[config.mk]
export PLATFORM = sky130hd
export DESIGN_NAME = id_ex_stage
export DESIGN_NICKNAME = d
export VERILOG_FILES = /design/src/rtl/mips_pkg.sv /design/src/rtl/id_ex_stage_load_use_detect.sv /design/src/rtl/id_ex_stage.sv
export SDC_FILE = /design/constraint.sdc
export NUM_CORES = 1
export LEC_CHECK = 0
export CORE_AREA = 2 2 141 143
export DETAILED_ROUTE_END_ITERATION = 8
export DIE_AREA = 0 0 143 145
export PLACE_DENSITY = 0.75
export SLEW_MARGIN = 5
export SYNTH_ARGS = -nofsm -noshare
export SYNTH_HDL_FRONTEND = slang
export SYNTH_HIERARCHICAL = 1
export SYNTH_SLANG_ARGS = --single-unit
[constraint.sdc]
create_clock -name clk -period 1 [get_ports clk]
set_clock_uncertainty 0.05 [all_clocks]
set_input_delay 0.2 -clock clk [delete_from_list [all_inputs] [get_ports clk]]
set_output_delay 0.2 -clock clk [all_outputs]
set_load 0.02 [all_outputs]
[src/rtl/mips_pkg.sv]
// Shared widths, control-bus bit positions, bubble constants and the ID/EX payload type.
package mips_pkg;

    localparam int unsigned NB_DATA    = 32;
    localparam int unsigned NB_REG     = 5;
    localparam int unsigned NB_CTRL_EX = 6;
    localparam int unsigned NB_CTRL_M  = 9;
    localparam int unsigned NB_CTRL_WB = 2;
    localparam int unsigned NB_CNT     = 16;

    localparam int unsigned MEM_READ_IDX    = 1;
    localparam int unsigned WB_REGWRITE_IDX = 1;

    localparam logic [NB_CTRL_WB-1:0] BUBBLE_WB  = '0;
    localparam logic [NB_CTRL_M-1:0]  BUBBLE_MEM = '0;
    localparam logic [NB_CTRL_EX-1:0] BUBBLE_EXC = '0;

    // Everything carried from ID into EX.
    typedef struct packed {
        logic [NB_CTRL_WB-1:0] ctrl_wb;
        logic [NB_CTRL_M-1:0]  ctrl_mem;
        logic [NB_CTRL_EX-1:0] ctrl_exc;
        logic                  jal;
        logic                  jalr;
        logic                  jr;
        logic                  shift;
        logic                  shamt_sel;
        logic [NB_DATA-1:0]    pc_plus4;
        logic [NB_DATA-1:0]    rs_data;
        logic [NB_DATA-1:0]    rt_data;
        logic [NB_DATA-1:0]    imm_ext;
        logic [NB_REG-1:0]     rs;
        logic [NB_REG-1:0]     rt;
        logic [NB_REG-1:0]     rd;
        logic [NB_REG-1:0]     shamt;
    } id_ex_t;

endpackage

[src/rtl/id_ex_stage_load_use_detect.sv]
// Load-use hazard detector: a load in EX whose destination is read by the instruction in ID.
module load_use_detect
    import mips_pkg::*;
(
    input  logic              ex_mem_read,
    input  logic [NB_REG-1:0] ex_rt,
    input  logic [NB_REG-1:0] id_rs,
    input  logic [NB_REG-1:0] id_rt,
    output logic              hazard
);

    // $zero never carries a real dependency.
    assign hazard = ex_mem_read && (ex_rt != '0) && ((ex_rt == id_rs) || (ex_rt == id_rt));

endmodule

[src/rtl/id_ex_stage.sv]
// ID/EX pipeline register with flush bubbles and optional load-use stall detection.
// Build option: define ID_EX_HAZARD_DETECT_EN to enable load-use stalls and the bubble counter.
module id_ex_stage
    import mips_pkg::*;
(
    input  logic                  clk,
    input  logic                  i_rst,
    input  logic                  i_enable,
    input  logic                  i_flush,
    input  logic [NB_CTRL_WB-1:0] i_ctrl_wb_bus,
    input  logic [NB_CTRL_M-1:0]  i_ctrl_mem_bus,
    input  logic [NB_CTRL_EX-1:0] i_ctrl_exc_bus,
    input  logic                  i_jal,
    input  logic                  i_jalr,
    input  logic                  i_jr,
    input  logic                  i_shift,
    input  logic                  i_shamt_sel,
    input  logic [NB_DATA-1:0]    i_pc_plus4,
    input  logic [NB_DATA-1:0]    i_rs_data,
    input  logic [NB_DATA-1:0]    i_rt_data,
    input  logic [NB_DATA-1:0]    i_imm_ext,
    input  logic [NB_REG-1:0]     i_rs,
    input  logic [NB_REG-1:0]     i_rt,
    input  logic [NB_REG-1:0]     i_rd,
    input  logic [NB_REG-1:0]     i_shamt,
    output logic [NB_CTRL_WB-1:0] o_ctrl_wb_bus,
    output logic [NB_CTRL_M-1:0]  o_ctrl_mem_bus,
    output logic [NB_CTRL_EX-1:0] o_ctrl_exc_bus,
    output logic                  o_jal,
    output logic                  o_jalr,
    output logic                  o_jr,
    output logic                  o_shift,
    output logic                  o_shamt_sel,
    output logic [NB_DATA-1:0]    o_pc_plus4,
    output logic [NB_DATA-1:0]    o_rs_data,
    output logic [NB_DATA-1:0]    o_rt_data,
    output logic [NB_DATA-1:0]    o_imm_ext,
    output logic [NB_REG-1:0]     o_rs,
    output logic [NB_REG-1:0]     o_rt,
    output logic [NB_REG-1:0]     o_rd,
    output logic [NB_REG-1:0]     o_shamt,
    output logic                  o_stall,
    output logic [NB_CNT-1:0]     o_stall_count
);

    id_ex_t pipe_d, pipe_q;
    id_ex_t pipe_in;
    logic   stall_c;
    logic   bubble_c;

    assign pipe_in = '{
        ctrl_wb:   i_ctrl_wb_bus,
        ctrl_mem:  i_ctrl_mem_bus,
        ctrl_exc:  i_ctrl_exc_bus,
        jal:       i_jal,
        jalr:      i_jalr,
        jr:        i_jr,
        shift:     i_shift,
        shamt_sel: i_shamt_sel,
        pc_plus4:  i_pc_plus4,
        rs_data:   i_rs_data,
        rt_data:   i_rt_data,
        imm_ext:   i_imm_ext,
        rs:        i_rs,
        rt:        i_rt,
        rd:        i_rd,
        shamt:     i_shamt
    };

`ifdef ID_EX_HAZARD_DETECT_EN
    logic [NB_CNT-1:0] stall_count_d, stall_count_q;

    load_use_detect u_load_use_detect (
        .ex_mem_read (pipe_q.ctrl_mem[MEM_READ_IDX]),
        .ex_rt       (pipe_q.rt),
        .id_rs       (i_rs),
        .id_rt       (i_rt),
        .hazard      (stall_c)
    );

    // Counts stall bubbles only; a coincident flush owns the bubble.
    always_comb begin
        stall_count_d = stall_count_q;
        if (i_enable && stall_c && !i_flush && (stall_count_q != '1)) begin
            stall_count_d = stall_count_q + NB_CNT'(1);
        end
    end

    always_ff @(posedge clk) begin
        if (!i_rst) begin
            stall_count_q <= '0;
        end else begin
            stall_count_q <= stall_count_d;
        end
    end

    assign o_stall_count = stall_count_q;
`else
    assign stall_c       = 1'b0;
    assign o_stall_count = '0;
`endif

    assign bubble_c = i_flush | stall_c;

    // Bubble clears control and flags only; datapath fields load as usual.
    always_comb begin
        pipe_d = pipe_q;
        if (i_enable) begin
            pipe_d = pipe_in;
            if (bubble_c) begin
                pipe_d.ctrl_wb   = BUBBLE_WB;
                pipe_d.ctrl_mem  = BUBBLE_MEM;
                pipe_d.ctrl_exc  = BUBBLE_EXC;
                pipe_d.jal       = 1'b0;
                pipe_d.jalr      = 1'b0;
                pipe_d.jr        = 1'b0;
                pipe_d.shift     = 1'b0;
                pipe_d.shamt_sel = 1'b0;
            end
        end
    end

    always_ff @(posedge clk) begin
        if (!i_rst) begin
            pipe_q <= '0;
        end else begin
            pipe_q <= pipe_d;
        end
    end

    assign o_ctrl_wb_bus  = pipe_q.ctrl_wb;
    assign o_ctrl_mem_bus = pipe_q.ctrl_mem;
    assign o_ctrl_exc_bus = pipe_q.ctrl_exc;
    assign o_jal          = pipe_q.jal;
    assign o_jalr         = pipe_q.jalr;
    assign o_jr           = pipe_q.jr;
    assign o_shift        = pipe_q.shift;
    assign o_shamt_sel    = pipe_q.shamt_sel;
    assign o_pc_plus4     = pipe_q.pc_plus4;
    assign o_rs_data      = pipe_q.rs_data;
    assign o_rt_data      = pipe_q.rt_data;
    assign o_imm_ext      = pipe_q.imm_ext;
    assign o_rs           = pipe_q.rs;
    assign o_rt           = pipe_q.rt;
    assign o_rd           = pipe_q.rd;
    assign o_shamt        = pipe_q.shamt;
    assign o_stall        = stall_c;

endmodule
* Word-level counts from Yosys, hierarchy flattened
Index checks and enable logic that the tools add are counted.
** Operators by class
- Muxes and demuxes :: 1
** Operators with widths (count)
- 22-bit 2-to-1 mux :: 1
** Storage, ports and cells
- Flip-flop bits (word level) :: 170
- Input bits :: 174
- Output and inout bits :: 187
- Word-level logic and storage cells :: 17

* Depth between registers and ports, before layout
Gate-level depths: netlist of the first run.
- Depth after elaboration :: 1
- Gate-level depth with buffers :: 5
- Depth with buffers taken out :: 2

* Worst setup path after synthesis of the first run
OpenSTA, ideal clock, no wires.
- Path type :: input to register
- Start :: in i_enable
- End :: reg pipe_q (netlist bit o_pc_plus4[0])
- Setup time :: 0.116 ns
- Arrival :: 0.871 ns
- Required time :: 0.834 ns
- Setup slack :: -0.037 ns
- Stages on the path :: 5
- Path buffers :: 3
- Cell sequence :: buf_4 buf_6 buf_6 mux2i_1 nor2b_1
** RTL lines
- from (decl) :: RTL line id_ex_stage.sv:8 : input logic i_enable,
- to (signal assigned) :: RTL line id_ex_stage.sv:127 : pipe_q <= pipe_d;
- to (decl) :: RTL line id_ex_stage.sv:46 : id_ex_t pipe_d, pipe_q;

* Worst setup path in the final report of the first run
- Start :: reg pipe_q (netlist bit o_rt[1])
- End :: out o_rt[1]
** RTL lines
- to (decl) :: RTL line id_ex_stage.sv:39 : output logic [NB_REG-1:0] o_rt,
No word-level cell between the ends.

==> out/summary.txt, run 1 <==
status: finished with violations
violated checks: negative setup slack
Hold WS: 0.157 ns
Max FO, Critical Path: 2
CTS root buf: clkbuf_16
Synth Instances: 593
Reg area: 3620 um^2
GRT Residual Overflow: 0
die area: 20700 um^2
Residual DRC: 0
#FFs+latches synth: 170
worst vdd ir: 1.13 mV
TritonCTS Sinks: 170
crit end category: output pin
fillers: 1560
RSZ-0062 raised after global routing: true
Fmax: 879 MHz
Die Width: 143 um
drt via density: 4.31
CP max stage delay: 0.35 ns
Routed Antenna Nets: 0
DP HPWL: 13700 um
Buffers on Ports: 343
Synth Area in XOR/XNOR: 0
Bufs and invs on worst path: 1
CP max stage cell: dfxtp_2
Multi-input gate area: 2840 um^2
Post-Synth Adder-Cell Area: 0
area grow syn2layout: 74.4%
Synth Area in Simple Gates: 0.181
Clock Latency Late Sink: 0.41 ns
Synth cell types: 16
final hold vios: 0
vias in the first global route: 5517
core area: 19200 um^2
Leak Pwr: 5.01 nW
Total Power: 17.2 mW
GPL Wtd Cong: 0.747
commonest non-fill, non-tap cell in the layout: clkdlybuf4s50_1
detailed-route via count: 5298
R2R Setup Slk: 0.15 ns
fin crit share: 1.14
nets: 1127
mux share of post-synthesis cell area: 0.225
initial core utilization: 0.342
Worst Path Required: 0.75 ns
n_diodes: 0
most frequent cells in the layout: 171 x clkdlybuf4s50_1, 170 x dfxtp_2, 170 x buf_6, 148 x mux2i_1, 148 x nor2b_1
critical path cell sequence: buf_6
nature of the critical path startpoint: flop
drt total wl: 18800 um
fin. max-slew vios: 0
CTS tree: built
Critical Setup Path Class: flop to output pin
die height: 145 um
layout cells sized above 1: 0.428
min-delay worst type: input pin to flop
DRT iter0 DRCs: 128
largest net degree at the start of global routing: 34
CP top delay family: flip-flops
cell taking the most area after synthesis: dfxtp_1
first-pass GRT wire length: 29200 um
main combinational cell family by area after synthesis: multiplexers
row count: 51
Compound-Gate Fraction of Synth Area: 0.0160
Max-cap violations: 0
Detailed Routing Iterations Pass 1: 4
final worst slack: -0.138 ns
Final min period: 1.14 ns
Power Dens Cells: 1500 nW/um^2
Worst EP arrival: 0.89 ns
Setup TNS Final: -20.02 ns
hold buffers post-CTS: 0
GRT Overall Usage: 0.178
CTS Buf Count: 17
H-tree Lvls: 4
I/O pins: 361
synth warn: 6
CTS max path bufs: 2
Reg clk slew, reported paths: 0.07 ns
initial antenna violation count: 0
top-area cell type share of the netlist area: 0.518
part of the Yosys area used for sequential elements: 0.518
endpoints failing setup: 170
cell area after synthesis: 6570 um^2
Area contributors post-synth: dfxtp_1 52%, mux2i_1 23%, nor2b_1 14%
Mean Syn Cell Area: 11.1 um^2
wire per inst: 15.3 um
through the flow:
| stage | setup WS, ns | area, um^2 | instances | util |
|---|---|---|---|---|
| after floorplan | 0.00230 | 6660 | 609 | - |
| after global placement | -0.249 | 10400 | 1188 | 0.540 |
| after detailed placement | -0.309 | 10400 | 1188 | 0.540 |
| after CTS | -0.163 | 11400 | 1224 | 0.594 |
| after global routing | -0.182 | 11500 | 1230 | 0.597 |
| final | -0.138 | 11500 | 1230 | 0.597 |
worst paths after layout:
check                      end  depth (start not counted)              start
max                    o_rt[1]                          1            o_rt[1]
min           o_ctrl_wb_bus[0]                          3           i_enable
max reg2reg      o_rs_data[21]                          3      o_rs_data[21]
min reg2reg  o_ctrl_mem_bus[7]                          2  o_ctrl_mem_bus[7]
layout make-up:
class                           count  share of cell area
Clock buffer                       20              0.0398
Clock inverter                     11             0.00983
Multi-Input combinational cell    380               0.248
Sequential cell                   170               0.316
Tap cell                          265              0.0289
Timing Repair Buffer              384               0.358
cell families after synthesis:
| kind of cell | count (synthesis) |
|---|---|
| other cells | 1 |
| buf+inv | 59 |
| mux | 148 |
| simple gates | 194 |
| flops | 170 |
| compound gates | 21 |
Yosys cell counts (all sizes together):
master and instances:
nor2b 148, nand2b 1, nand2 22, nand4b 1, clkbuf 19, conb 1, mux2i 148, dfxtp 170
o21ai 21, buf 40, nand3b 22
timing repair:
item | CTS | global route
hold endpoints to repair | 0 | 0
buffers inserted | 5 | 6
resized for setup | 1180 | 0
setup endpoints to repair | 170 | 170
registers in the layout, summed over array words and instances (netlist names):
signal / flops
o_jalr: 1
o_rt: 5
o_ctrl_exc_bus: 6
o_jr: 1
o_ctrl_wb_bus: 2
o_ctrl_mem_bus: 9
o_rd: 5
o_shamt: 5
o_rs: 5
o_pc_plus4: 32
o_shamt_sel: 1
o_imm_ext: 32
o_jal: 1
o_rs_data: 32
o_rt_data: 32
o_shift: 1
layer usage:
metal | up-vias | GRT usage | share of wire
met3 | 21 | 0.0809 | 0.11
met5 | - | 0 | 0
li1 | 2646 | - | -
met4 | 0 | 0.0589 | 0.018
met1 | 2386 | 0.201 | 0.39
met2 | 245 | 0.298 | 0.47
where the power goes:
part           switching (mW)  leakage (nW)  total (mW)  internal (mW)
Combinational            1.34          3.28        3.25           1.91
Sequential              0.270          1.46        7.51           7.24
Clock                    2.84         0.271        6.43           3.60
(Power assumes the default switching activity.)
==> run 2: changes to the inputs <==
--- a/config.mk
+++ b/config.mk
@@ -9,7 +9,7 @@
 export DETAILED_ROUTE_END_ITERATION = 8
 export DIE_AREA = 0 0 143 145
 export PLACE_DENSITY = 0.75
-export SLEW_MARGIN = 5
+export SLEW_MARGIN = 20
 export SYNTH_ARGS = -nofsm -noshare
 export SYNTH_HDL_FRONTEND = slang
 export SYNTH_HIERARCHICAL = 1
==> results of run 2 <==
Final layout, timing and power as in run 1 (identical DEF).
==> run 3: changes to the inputs <==
--- a/config.mk
+++ b/config.mk
@@ -6,6 +6,7 @@
 export NUM_CORES = 1
 export LEC_CHECK = 0
 export CORE_AREA = 2 2 141 143
+export CTS_CLUSTER_SIZE = 24
 export DETAILED_ROUTE_END_ITERATION = 8
 export DIE_AREA = 0 0 143 145
 export PLACE_DENSITY = 0.75
==> results of run 3 <==
Final layout, timing and power as in run 1 (identical DEF).
